### config.mk
export PLATFORM = sky130hd
export DESIGN_NAME = msa_insn_encoder_flat
export DESIGN_NICKNAME = d
export VERILOG_FILES = /design/src/rtl/msa_insn_encoder_if.sv /design/src/rtl/msa_insn_encoder.sv /design/src/flat_wrapper.sv
export SDC_FILE = /design/constraint.sdc
export NUM_CORES = 1
export LEC_CHECK = 0
export BUFFER_PORTS_ARGS = -buffer_cell sky130_fd_sc_hd__buf_4
export CAP_MARGIN = 10
export CORE_MARGIN = 2
export CORE_UTILIZATION = 50
export DETAILED_ROUTE_END_ITERATION = 7
export GPL_TIMING_DRIVEN = 0
export PLACE_DENSITY = 0.73
export SLEW_MARGIN = 15
export SYNTH_ARGS = -nofsm -noshare
export SYNTH_HDL_FRONTEND = slang
export SYNTH_SLANG_ARGS = --single-unit
### constraint.sdc
create_clock -name clk -period 4.9 [get_ports clk]
set_clock_uncertainty 0.1 [all_clocks]
set_input_delay 0.245 -clock clk [delete_from_list [all_inputs] [get_ports clk]]
set_output_delay 0.245 -clock clk [all_outputs]
set_load 0.03 [all_outputs]
### src/rtl/msa_insn_encoder_if.sv
// Request/response bundle for the MSA instruction encoder.
// The master side drives requests and consumes words; the slave side is the encoder.
interface msa_insn_encoder_if #(
  parameter int DEPTH = 4
);
  localparam int CW = $clog2(DEPTH) + 1;

  logic          in_valid;
  logic          in_ready;
  logic [3:0]    in_fmt;
  logic [4:0]    in_op;
  logic [1:0]    in_df;
  logic [4:0]    in_wt;
  logic [4:0]    in_ws;
  logic [4:0]    in_wd;
  logic [15:0]   in_imm;
  logic [5:0]    in_minor;
  logic          out_valid;
  logic          out_ready;
  logic [31:0]   out_word;
  logic          err_fmt;
  logic [CW-1:0] count;

  modport master (
    output in_valid, in_fmt, in_op, in_df, in_wt, in_ws, in_wd, in_imm, in_minor,
    output out_ready,
    input  in_ready, out_valid, out_word, err_fmt, count
  );

  modport slave (
    input  in_valid, in_fmt, in_op, in_df, in_wt, in_ws, in_wd, in_imm, in_minor,
    input  out_ready,
    output in_ready, out_valid, out_word, err_fmt, count
  );
endinterface

### src/rtl/msa_insn_encoder.sv
// Encodes decoded MSA/branch field bundles into 32-bit instruction words and
// buffers them in a DEPTH-entry FIFO feeding the instruction-memory loader.
module msa_insn_encoder #(
  parameter int DEPTH = 4
) (
  input  logic               clk,
  input  logic               reset,
  msa_insn_encoder_if.slave  bus
);
  localparam int PW = $clog2(DEPTH);
  localparam int CW = PW + 1;
  localparam logic [CW-1:0] FULL = CW'(DEPTH);
  localparam logic [5:0]    MSA_MAJOR = 6'b011110;

  typedef enum logic [3:0] {
    FMT_I8     = 4'd0,
    FMT_I5     = 4'd1,
    FMT_I10    = 4'd2,
    FMT_BIT    = 4'd3,
    FMT_3R     = 4'd4,
    FMT_ELM    = 4'd5,
    FMT_3RF    = 4'd6,
    FMT_2R     = 4'd7,
    FMT_2RF    = 4'd8,
    FMT_VEC    = 4'd9,
    FMT_MI10   = 4'd10,
    FMT_BRANCH = 4'd11
  } fmt_e;

  logic [31:0]   mem [DEPTH];
  logic [PW-1:0] wr_ptr;
  logic [PW-1:0] rd_ptr;
  logic [CW-1:0] count_q;
  logic          err_q;
  logic [31:0]   enc_word;
  logic          legal;
  logic          accept;
  logic          push;
  logic          pop;
  logic          out_valid_c;

  // Handshake decode: readiness depends only on occupancy.
  always_comb begin
    bus.in_ready = (count_q != FULL);
    out_valid_c  = (count_q != '0);
    accept       = bus.in_valid && bus.in_ready;
    push         = accept && legal;
    pop          = out_valid_c && bus.out_ready;
  end

  // Field packing per instruction format; fmt 12..15 flagged illegal.
  always_comb begin
    enc_word = '0;
    legal    = 1'b1;
    case (bus.in_fmt)
      FMT_I8:     enc_word = {MSA_MAJOR, bus.in_op[1:0], bus.in_imm[7:0], bus.in_ws, bus.in_wd, bus.in_minor};
      FMT_I5:     enc_word = {MSA_MAJOR, bus.in_op[2:0], bus.in_df, bus.in_imm[4:0], bus.in_ws, bus.in_wd, bus.in_minor};
      FMT_I10:    enc_word = {MSA_MAJOR, bus.in_op[2:0], bus.in_df, bus.in_imm[9:0], bus.in_wd, bus.in_minor};
      FMT_BIT:    enc_word = {MSA_MAJOR, bus.in_op[2:0], bus.in_imm[6:0], bus.in_ws, bus.in_wd, bus.in_minor};
      FMT_3R:     enc_word = {MSA_MAJOR, bus.in_op[2:0], bus.in_df, bus.in_wt, bus.in_ws, bus.in_wd, bus.in_minor};
      FMT_ELM:    enc_word = {MSA_MAJOR, bus.in_op[3:0], bus.in_imm[5:0], bus.in_ws, bus.in_wd, bus.in_minor};
      FMT_3RF:    enc_word = {MSA_MAJOR, bus.in_op[3:0], bus.in_df[0], bus.in_wt, bus.in_ws, bus.in_wd, bus.in_minor};
      FMT_2R:     enc_word = {MSA_MAJOR, 5'b11000, bus.in_op[2:0], bus.in_df, bus.in_ws, bus.in_wd, 6'b011110};
      FMT_2RF:    enc_word = {MSA_MAJOR, 5'b11001, bus.in_op[3:0], bus.in_df[0], bus.in_ws, bus.in_wd, 6'b011110};
      FMT_VEC:    enc_word = {MSA_MAJOR, bus.in_op, bus.in_wt, bus.in_ws, bus.in_wd, 6'b011110};
      FMT_MI10:   enc_word = {MSA_MAJOR, bus.in_imm[9:0], bus.in_ws, bus.in_wd, bus.in_minor};
      FMT_BRANCH: enc_word = {6'b010001, bus.in_op, bus.in_wt, bus.in_imm};
      default:    legal    = 1'b0;
    endcase
  end

  // FIFO storage, pointers, occupancy and illegal-format pulse.
  always_ff @(posedge clk) begin
    if (reset) begin
      wr_ptr  <= '0;
      rd_ptr  <= '0;
      count_q <= '0;
      err_q   <= 1'b0;
    end else begin
      if (push) begin
        mem[wr_ptr] <= enc_word;
        wr_ptr      <= wr_ptr + 1'b1;
      end
      if (pop) begin
        rd_ptr <= rd_ptr + 1'b1;
      end
      case ({push, pop})
        2'b10:   count_q <= count_q + 1'b1;
        2'b01:   count_q <= count_q - 1'b1;
        default: count_q <= count_q;
      endcase
      err_q <= accept && !legal;
    end
  end

  // Output view: head word gated to zero while empty.
  always_comb begin
    bus.out_valid = out_valid_c;
    bus.out_word  = out_valid_c ? mem[rd_ptr] : '0;
    bus.err_fmt   = err_q;
    bus.count     = count_q;
  end
endmodule

### src/flat_wrapper.sv
// flat-port wrapper written by rule: the top's interface ports become plain ports
module msa_insn_encoder_flat 
#(
  parameter int DEPTH = 4
)
  (clk, reset, bus_in_valid, bus_in_fmt, bus_in_op, bus_in_df, bus_in_wt, bus_in_ws, bus_in_wd, bus_in_imm, bus_in_minor, bus_out_ready, bus_in_ready, bus_out_valid, bus_out_word, bus_err_fmt, bus_count);
  msa_insn_encoder_if #(.DEPTH(DEPTH)) bus_i ();
  input  logic clk;
  input  logic reset;
  input wire logic [$bits(bus_i.in_valid)-1:0] bus_in_valid;
  input wire logic [$bits(bus_i.in_fmt)-1:0] bus_in_fmt;
  input wire logic [$bits(bus_i.in_op)-1:0] bus_in_op;
  input wire logic [$bits(bus_i.in_df)-1:0] bus_in_df;
  input wire logic [$bits(bus_i.in_wt)-1:0] bus_in_wt;
  input wire logic [$bits(bus_i.in_ws)-1:0] bus_in_ws;
  input wire logic [$bits(bus_i.in_wd)-1:0] bus_in_wd;
  input wire logic [$bits(bus_i.in_imm)-1:0] bus_in_imm;
  input wire logic [$bits(bus_i.in_minor)-1:0] bus_in_minor;
  input wire logic [$bits(bus_i.out_ready)-1:0] bus_out_ready;
  output wire logic [$bits(bus_i.in_ready)-1:0] bus_in_ready;
  output wire logic [$bits(bus_i.out_valid)-1:0] bus_out_valid;
  output wire logic [$bits(bus_i.out_word)-1:0] bus_out_word;
  output wire logic [$bits(bus_i.err_fmt)-1:0] bus_err_fmt;
  output wire logic [$bits(bus_i.count)-1:0] bus_count;
  assign bus_i.in_valid = bus_in_valid;
  assign bus_i.in_fmt = bus_in_fmt;
  assign bus_i.in_op = bus_in_op;
  assign bus_i.in_df = bus_in_df;
  assign bus_i.in_wt = bus_in_wt;
  assign bus_i.in_ws = bus_in_ws;
  assign bus_i.in_wd = bus_in_wd;
  assign bus_i.in_imm = bus_in_imm;
  assign bus_i.in_minor = bus_in_minor;
  assign bus_i.out_ready = bus_out_ready;
  assign bus_in_ready = bus_i.in_ready;
  assign bus_out_valid = bus_i.out_valid;
  assign bus_out_word = bus_i.out_word;
  assign bus_err_fmt = bus_i.err_fmt;
  assign bus_count = bus_i.count;
  msa_insn_encoder #(.DEPTH(DEPTH)) u_core (.clk(clk), .reset(reset), .bus(bus_i));
endmodule
==> summary by stage, run 1 <==
Route
The DRC violations left is 6. Detailed routing inserted a total of 4,013 vias. The detailed router finished its first iteration with 461 violations. The first detailed-routing pass ran for 7 iterations. The detail route stage leaves a number of antenna-violating nets equal to 0. Dividing the detail-routed via count by the number of cells gives 6.01.

The final wirelength is 14,500 um. Dividing the detail-routed wire length by the instance count gives 21.6 um.

Layout
The total non-filler cell area in the finished layout is 0.00748 mm2. The most common library cell in the layout ignoring fill and taps is edfxtp_1. Relative to the synthesized area, the layout overhead comes to 25.7%. In the layout the commonest cells are edfxtp_1, buf_4, and2_1, mux4_2.

The final layout contains 570 nets. The end-of-flow core utilization is 65.0%. The number of inserted filler cells in the final layout is 853. The layout cell share with drive strength beyond 1 is 34.5%. Summing all flip-flop and latch instances after layout gives 0.00368 mm2. The multi-input combinational cells in the finished layout cover a total of 0.00201 mm2.

The count of antenna diodes in the layout is 0.

Timing
Setup repair after global routing left no endpoint under its margin. The number of hold violations in the final report is 0. The max-slew violation count is 0. The worst path setup slack after routing is 2.36 ns. The final critical-path required period is 2.54 ns. For the final routed database, the setup TNS stands at 0 ns. The final clock period utilization by the worst path is 51.9%. Setup violations remaining at the end of the flow were counted as 0.

The slew at the pin closest to its max-slew limit is 0.996 ns. Hold timing on the final database bottoms out at a slack of 0.0239 ns. The headroom to the max-slew limit is 33.1%. The highest attainable clock frequency is 393 MHz.

Clock tree
TritonCTS built the clock tree. Clock-pin slew was measured on the worst setup and hold paths at 0.05 ns. The number of buffers inserted for hold repair after clock tree synthesis is 0. The TritonCTS sink count is 126. The buffer cell driving the clock tree root is clkbuf_16. The H-tree was split into 4 levels. The total setup buffers inserted after CTS is 0. The clock latency reported for the late side of the worst-skew pair is 0.41 ns. The clock tree buffer depth is 2. TritonCTS created 17 clock buffers.

In this run, post-CTS repair resized a total of 0 instances.

Power and ir drop
The sequential group share of total power is 32.5%. Net switching is 32.0% of the power. The part of the power in the clock network is 32.4%.

Dividing total power by cell area gives a power density of 529 mW/mm2. Per report_power, the combinational group accounts for 35.1% of the total. In this run the power spent charging and discharging nets is 1.27 mW. The internal power summed over all cells is 2.69 mW. The cell leakage power is 2.74 nW. The peak supply drop is 0.207 mV.

Placed design
The detailed-placement wirelength estimate is 10,000 um. During placement, the flow inserted port buffers numbering 84. The congestion estimate from routability-driven global placement came to 0.936. The worst slack at placement is 2.48 ns. The placed instances occupy a cell area of 0.00688 mm2.

Yosys
In this run the mean area of a mapped cell was 14.7 um2. The number of flops mapped to enable cells by yosys is 116. The total of flip-flops plus latches after synthesis is 126.

The number of instances in the synthesized netlist is 405. The synthesized netlist contains 55 unique library cells. Counting every net in the synthesized netlist gives 463.

The synthesized netlist occupies a cell area of 0.00595 mm2. Sequential elements use 61.9% of the synthesized area. In the synthesized netlist the async set-or-reset flop fraction comes to 0%.

Yosys printed 0 warnings. The flip-flop cell with the highest count after synthesis is edfxtp_1.

Outcome
The run finished, with violations left. The final reports fail on DRC.

Floorplanning
During I/O placement, the number of pins put on the boundary was 90. The die covers 0.0128 mm2. The vertical die dimension is 113 um.

Measured along the x axis, the die boundary spans 113 um. In this run the core area contains 39 standard-cell rows. The core box area is 0.0115 mm2. The initial utilization of the core area, before any placement, comes to 51.7%.

Worst setup path
At the worst endpoint, the required time is 4.55 ns. The worst path arrival time is 2.20 ns. Walking the worst path, the cells encountered are buf_2 > buf_2 > mux4_2 > and2_1 > buf_4 > buf_4. The critical path's largest stage delay is 0.36 ns. The kind of start point of the critical path is a register. The worst setup path is of the register to primary output kind. The endpoint kind of the worst setup timing path is a primary output. The slowest cell on the critical path is buf_2. The maximum fanout along the worst path is 10.

Global routing
The number of global-route vias before repair came to 4,086. The final global-route overflow total is 0. The number of antenna violations at the first check in global routing is 0. The pin count of the biggest net entering global routing is 21. The global-route wire length before repair is 22,700 um.

The global router's overall resource usage is 24.0%.

Min path
The worst hold-check path type is input port to register.

Job
The tool flagged a number of max-cap violations equal to 0.
## cells by family (layout without fill, tap and decap cells)
group | Yosys count | after routing | share of synthesized area, %
compound gates | 91 | 91 | 10.2
xor+xnor | 7 | 7 | 1.03
fa+ha+maj | 6 | 6 | 1.39
buf+inv | 46 | 166 | 4.39
flops | 126 | 126 | 61.9
mux | 33 | 33 | 11.6
other cells | 1 | 1 | 0.0630
simple gates | 95 | 95 | 9.44
## path summary, 6_finish.rpt
kind / endpoint / depth (start not counted) / slack (ns) / startpoint
max: bus_out_word[29] / 6 / 2.36 / register
min: u_core.bus.err_fmt$_SDFF_PP0_ / 3 / 0.02 / bus_in_valid
max reg2reg: u_core.bus.count[2]$_SDFFE_PP0P_ / 8 / 2.47 / u_core.bus.count[2]$_SDFFE_PP0P_
min reg2reg: u_core.bus.count[2]$_SDFFE_PP0P_ / 2 / 0.47 / u_core.bus.count[2]$_SDFFE_PP0P_
## power by group through the flow
| stage | Combinational, mW | Clock [mW] | Sequential [mW] |
|---|---|---|---|
| floorplan | 0.916 | 0 | 1.32 |
| global placement | 1.37 | 0 | 1.30 |
| detailed placement | 1.40 | 0 | 1.31 |
| CTS | 1.41 | 1.30 | 1.28 |
| global route | 1.49 | 1.35 | 1.29 |
| finish | 1.39 | 1.28 | 1.28 |
## cell type report
cell class | instances | area share [%]
clock inverters | 12 | 2.24
inverters | 14 | 0.702
flip-flops and latches | 126 | 49.2
multi-input cells | 233 | 26.9
clock buffers | 20 | 5.84
repair buffers | 88 | 9.90
well taps | 143 | 2.39
plain buffers | 32 | 2.79
## worst max-delay path: cells and delay by family (launching register included)
kind	cells	cell delay, ns
buf+inv	4	0.93
flops	1	0.32
mux	1	0.34
simple gates	1	0.20
## metrics by stage
step	total power, mW	instances
after global placement	2.67	632
after CTS	3.99	668
after global routing	4.13	668
after detailed placement	2.70	636
final	3.96	668
after floorplan	2.23	405
## cells in the mapped netlist, types with 5 or more instances
master / number / area [um2]
edfxtp_1: 116 / 3480
and2_1: 36 / 225
mux4_2: 29 / 653
a21oi_1: 18 / 90.1
o21ai_0: 18 / 90.1
nand2_1: 16 / 60.1
inv_1: 14 / 52.6
a22oi_1: 12 / 90.1
buf_2: 12 / 60.1
nor2_1: 12 / 45.0
dfxtp_1: 10 / 200
buf_4: 9 / 67.6
o22ai_1: 7 / 43.8
a22o_1: 6 / 52.6
a31oi_1: 6 / 37.5
clkbuf_1: 6 / 22.5
o221ai_1: 6 / 52.6
ha_1: 5 / 62.6
nand2b_1: 5 / 31.3
xor2_1: 5 / 43.8
## flip-flops by register name (all words and copies together), names as in the netlist, named ones only
register            flops
u_core.bus.count        3
u_core.wr_ptr           2
u_core.mem            116
u_core.rd_ptr           2
u_core.bus.err_fmt      1
## routing by layer
metal	vias up	part of all wire (%)	global-route usage (%)
li1	1794	-	-
met1	1970	41	32.8
met2	221	48	38.6
met3	28	8.6	4.82
met4	0	2.4	9.19
met5	-	0	0
Power figures use the tool's default switching activity.
==> run 2: changes to the inputs <==
Clock period 4.9 ns to 2.6 ns, I/O delays scaled along.
==> run 2 against run 1 <==
Compared with the run above:
- the run still ends with DRC left
- critical path depth increased by 2
- global-route usage is 0.18 points lower
- sequential power is 89% higher
- final cell count rose by 0.75%
- clock power rose by 80%
- die area unchanged
- design area increased by 0.18%
- flip-flop and latch count did not move
- utilization increased by 0.12 points
- non-clock buffer count grew 5
- setup slack got worse by 2.2 ns
- critical endpoint is now u_core.bus.count[2]$_SDFFE_PP0P_
- largest cell class unchanged
==> summary by stage, run 2 (synthesis gave the netlist of run 1 again) <==
Clock tree
The clock latency reported for the late side of the worst-skew pair is 0.41 ns (about the same). The TritonCTS sink count came to 126 (unchanged). The clock-pin slew on the worst setup and hold paths came to 0.06 ns (about the same). The number of buffers created by CTS came to 17 (unchanged). The CTS H-tree depth was 4 (unchanged).

The clock tree buffer depth is 2 (unchanged). The clock tree from TritonCTS is built. The buffer cell driving the clock tree root is clkbuf_16.

Timing
The highest attainable clock frequency is 413 MHz. The final number of setup-violating endpoints is 0 (unchanged). The max-slew violation count is 0 (unchanged). The number of hold violations in the final report is 0 (unchanged). The final critical-path required period is 2.42 ns. The worst path setup slack after routing is 0.181 ns (-2.18 ns). Setup repair after global routing left no endpoint under its margin. The worst hold slack is 0.0129 ns (-0.0111 ns). The slew at the pin closest to its max-slew limit is 0.914 ns (-0.0829 ns). The final clock period utilization by the worst path is 93.0%. The headroom to the max-slew limit is 38.7% (+5.6 points).

Layout
The count of antenna diodes in the layout is 0 (unchanged). The number of nets in the finished design is 575 (+0.88%). The end-of-flow core utilization is 65.1% (+0.12 points). The number of inserted filler cells in the final layout came to 863 (+1.2%).

The register name with the most flops is u_core.mem. The combined flip-flop and latch cell area is 0.00368 mm2 (about the same). The number of flip-flops in the largest register is 116 (unchanged).

In the layout the commonest cells are edfxtp_1, buf_4, and2_1, mux4_2. The layout overhead on the synthesized area is 25.9%. The total non-filler cell area in the finished layout is 0.00749 mm2 (+0.18%). The layout cell share with drive strength beyond 1 was 34.5% (+0.052 points). The library cell used most frequently in the layout, excluding fill and tap cells, is edfxtp_1. The area of the multi-input gates was 0.00201 mm2 (unchanged).

Worst setup path
Among cell families on the critical path, the largest total delay comes from simple AND/OR/NAND/NOR gates. The critical path's largest stage delay is 0.52 ns (+0.16 ns). The data required time at the worst endpoint is 2.84 ns (-1.71 ns). STA classifies the critical path startpoint as a register.

The worst path arrival time is 2.66 ns (+0.46 ns). The worst path buffer plus inverter count came to 1 (-3). The maximum fanout along the worst path is 5 (-5). The largest individual stage delay along the critical path comes from the cell or3b_2. The worst-case register-to-register setup slack came to 0.18 ns (-2.29 ns).

The signal on the critical path passes through or3b_2 > nand3_2 > ha_1 > inv_1 > fa_1 > xor2_1 > or3_1 > a21oi_1. The category of the critical setup timing path is register to register. The worst setup path is captured at a register.

Route
The routed via count is 3,958 (-1.4%). The total met3 wirelength after detailed routing is 918 um (-26%). The final wirelength came to 14,300 um (-1.1%). The final routed wire length divided by cell count was 21.2 um (-1.9%). The number of violations reported at the end of detailed-routing iteration 0 is 320 (-31%). The detailed-route vias per instance is 5.88 (-2.1%). The detailed-routed wire length on met2 is 7130 um (+1.9%). The number of nets still failing antenna checks after routing was 0 (unchanged).

The DRC violations left is 5 (-1). The count of TritonRoute iterations in the first routing pass is 7 (unchanged). The length of routed wiring on met1 came to 5990 um (+2.0%). The topmost layer with routed signal wires is met4.

Outcome
The checks that failed: DRC. The run finished, with violations left.

Placed design
The detailed-placement wirelength estimate came to 10,100 um (+0.66%). The worst slack at placement was 0.190 ns (-2.29 ns). The routability-driven placement congestion ratio is 0.937 (+0.18%). The total placed instance area came to 0.00686 mm2 (-0.20%).

The number of I/O port buffers is 84 (unchanged).

Floorplanning
The initial core utilization was 51.7% (unchanged). The vertical die dimension is 113 um (unchanged). The number of primary I/O pins is 90 (unchanged). The site row count is 39 (unchanged). The die boundary width was 113 um (unchanged). The total die area is 0.0128 mm2 (unchanged). The core box area is 0.0115 mm2 (unchanged).

Global routing
The final global-route overflow total is 0 (unchanged). The pin count of the biggest net entering global routing came to 21 (unchanged). The number of antenna violations at the first check in global routing is 0 (unchanged).

The global-route wire length before repair came to 22,400 um (-1.5%). The global router's overall resource usage is 23.9% (-0.18 points). The number of global-route vias before repair is 4,001 (-2.1%).

Job
The count of maximum capacitance violations is 0 (unchanged).

Power and ir drop
The post-layout total power was 7.34 mW (+86%). The cell leakage power is 2.75 nW (+0.38%). The peak supply drop is 0.451 mV (+120%). The power density over the cells is 979 mW/mm2 (+85%).

Min path
The worst hold-check path type is input port to register.
==> run 2: stage by stage <==
step | instances | setup TNS, ns
after floorplan | 405 | 0
after global placement | 632 | -36.80
after detailed placement | 636 | 0
after CTS | 673 | 0
after global routing | 673 | 0
final | 673 | 0
==> run 2: timing repair <==
item / in CTS / in global routing
resized for setup: 0 / 0
setup buffers: 0 / 0
hold buffers: 5 / 0
hold endpoints to repair: 13 / 0
==> run 2: final cells by class <==
type	count	share of cell area, %
timing repair buffer	93	10.4
clock inverter	12	1.94
sequential	126	49.2
clock buffer	20	5.83
inverter	14	0.701
buffer	32	2.79
tap	143	2.39
multi-input combinational	233	26.8
==> run 2: worst register-to-register path: stages, from the launching register on <==
cell and delay [ns]:
dfxtp_1 0.35, or3b_2 0.53, nand3_2 0.14, ha_1 0.20, inv_1 0.06, fa_1 0.37
xor2_1 0.16, or3_1 0.31, a21oi_1 0.14
==> run 2: power by group <==
part	internal [mW]	leakage, nW	total, mW	switching, mW
clock network	1.50	0.279	2.31	0.812
registers	2.37	1.14	2.42	0.0540
logic	1.11	1.33	2.61	1.50
==> run 2: final timing paths <==
kind | startpoint | end | depth (start not counted)
min reg2reg | u_core.bus.count[2]$_SDFFE_PP0P_ | u_core.bus.count[2]$_SDFFE_PP0P_ | 2
min | bus_in_wd[1] | u_core.mem[0][7]$_DFFE_PP_ | 2
max reg2reg | u_core.bus.count[0]$_SDFFE_PP0P_ | u_core.bus.count[2]$_SDFFE_PP0P_ | 8
max | u_core.bus.count[0]$_SDFFE_PP0P_ | u_core.bus.count[2]$_SDFFE_PP0P_ | 8
==> run 2: layer usage <==
layer,vias up,track usage [%]
met5,-,0
met4,0,6.83
met2,181,38.6
li1,1798,-
met1,1959,31.8
met3,20,7.07
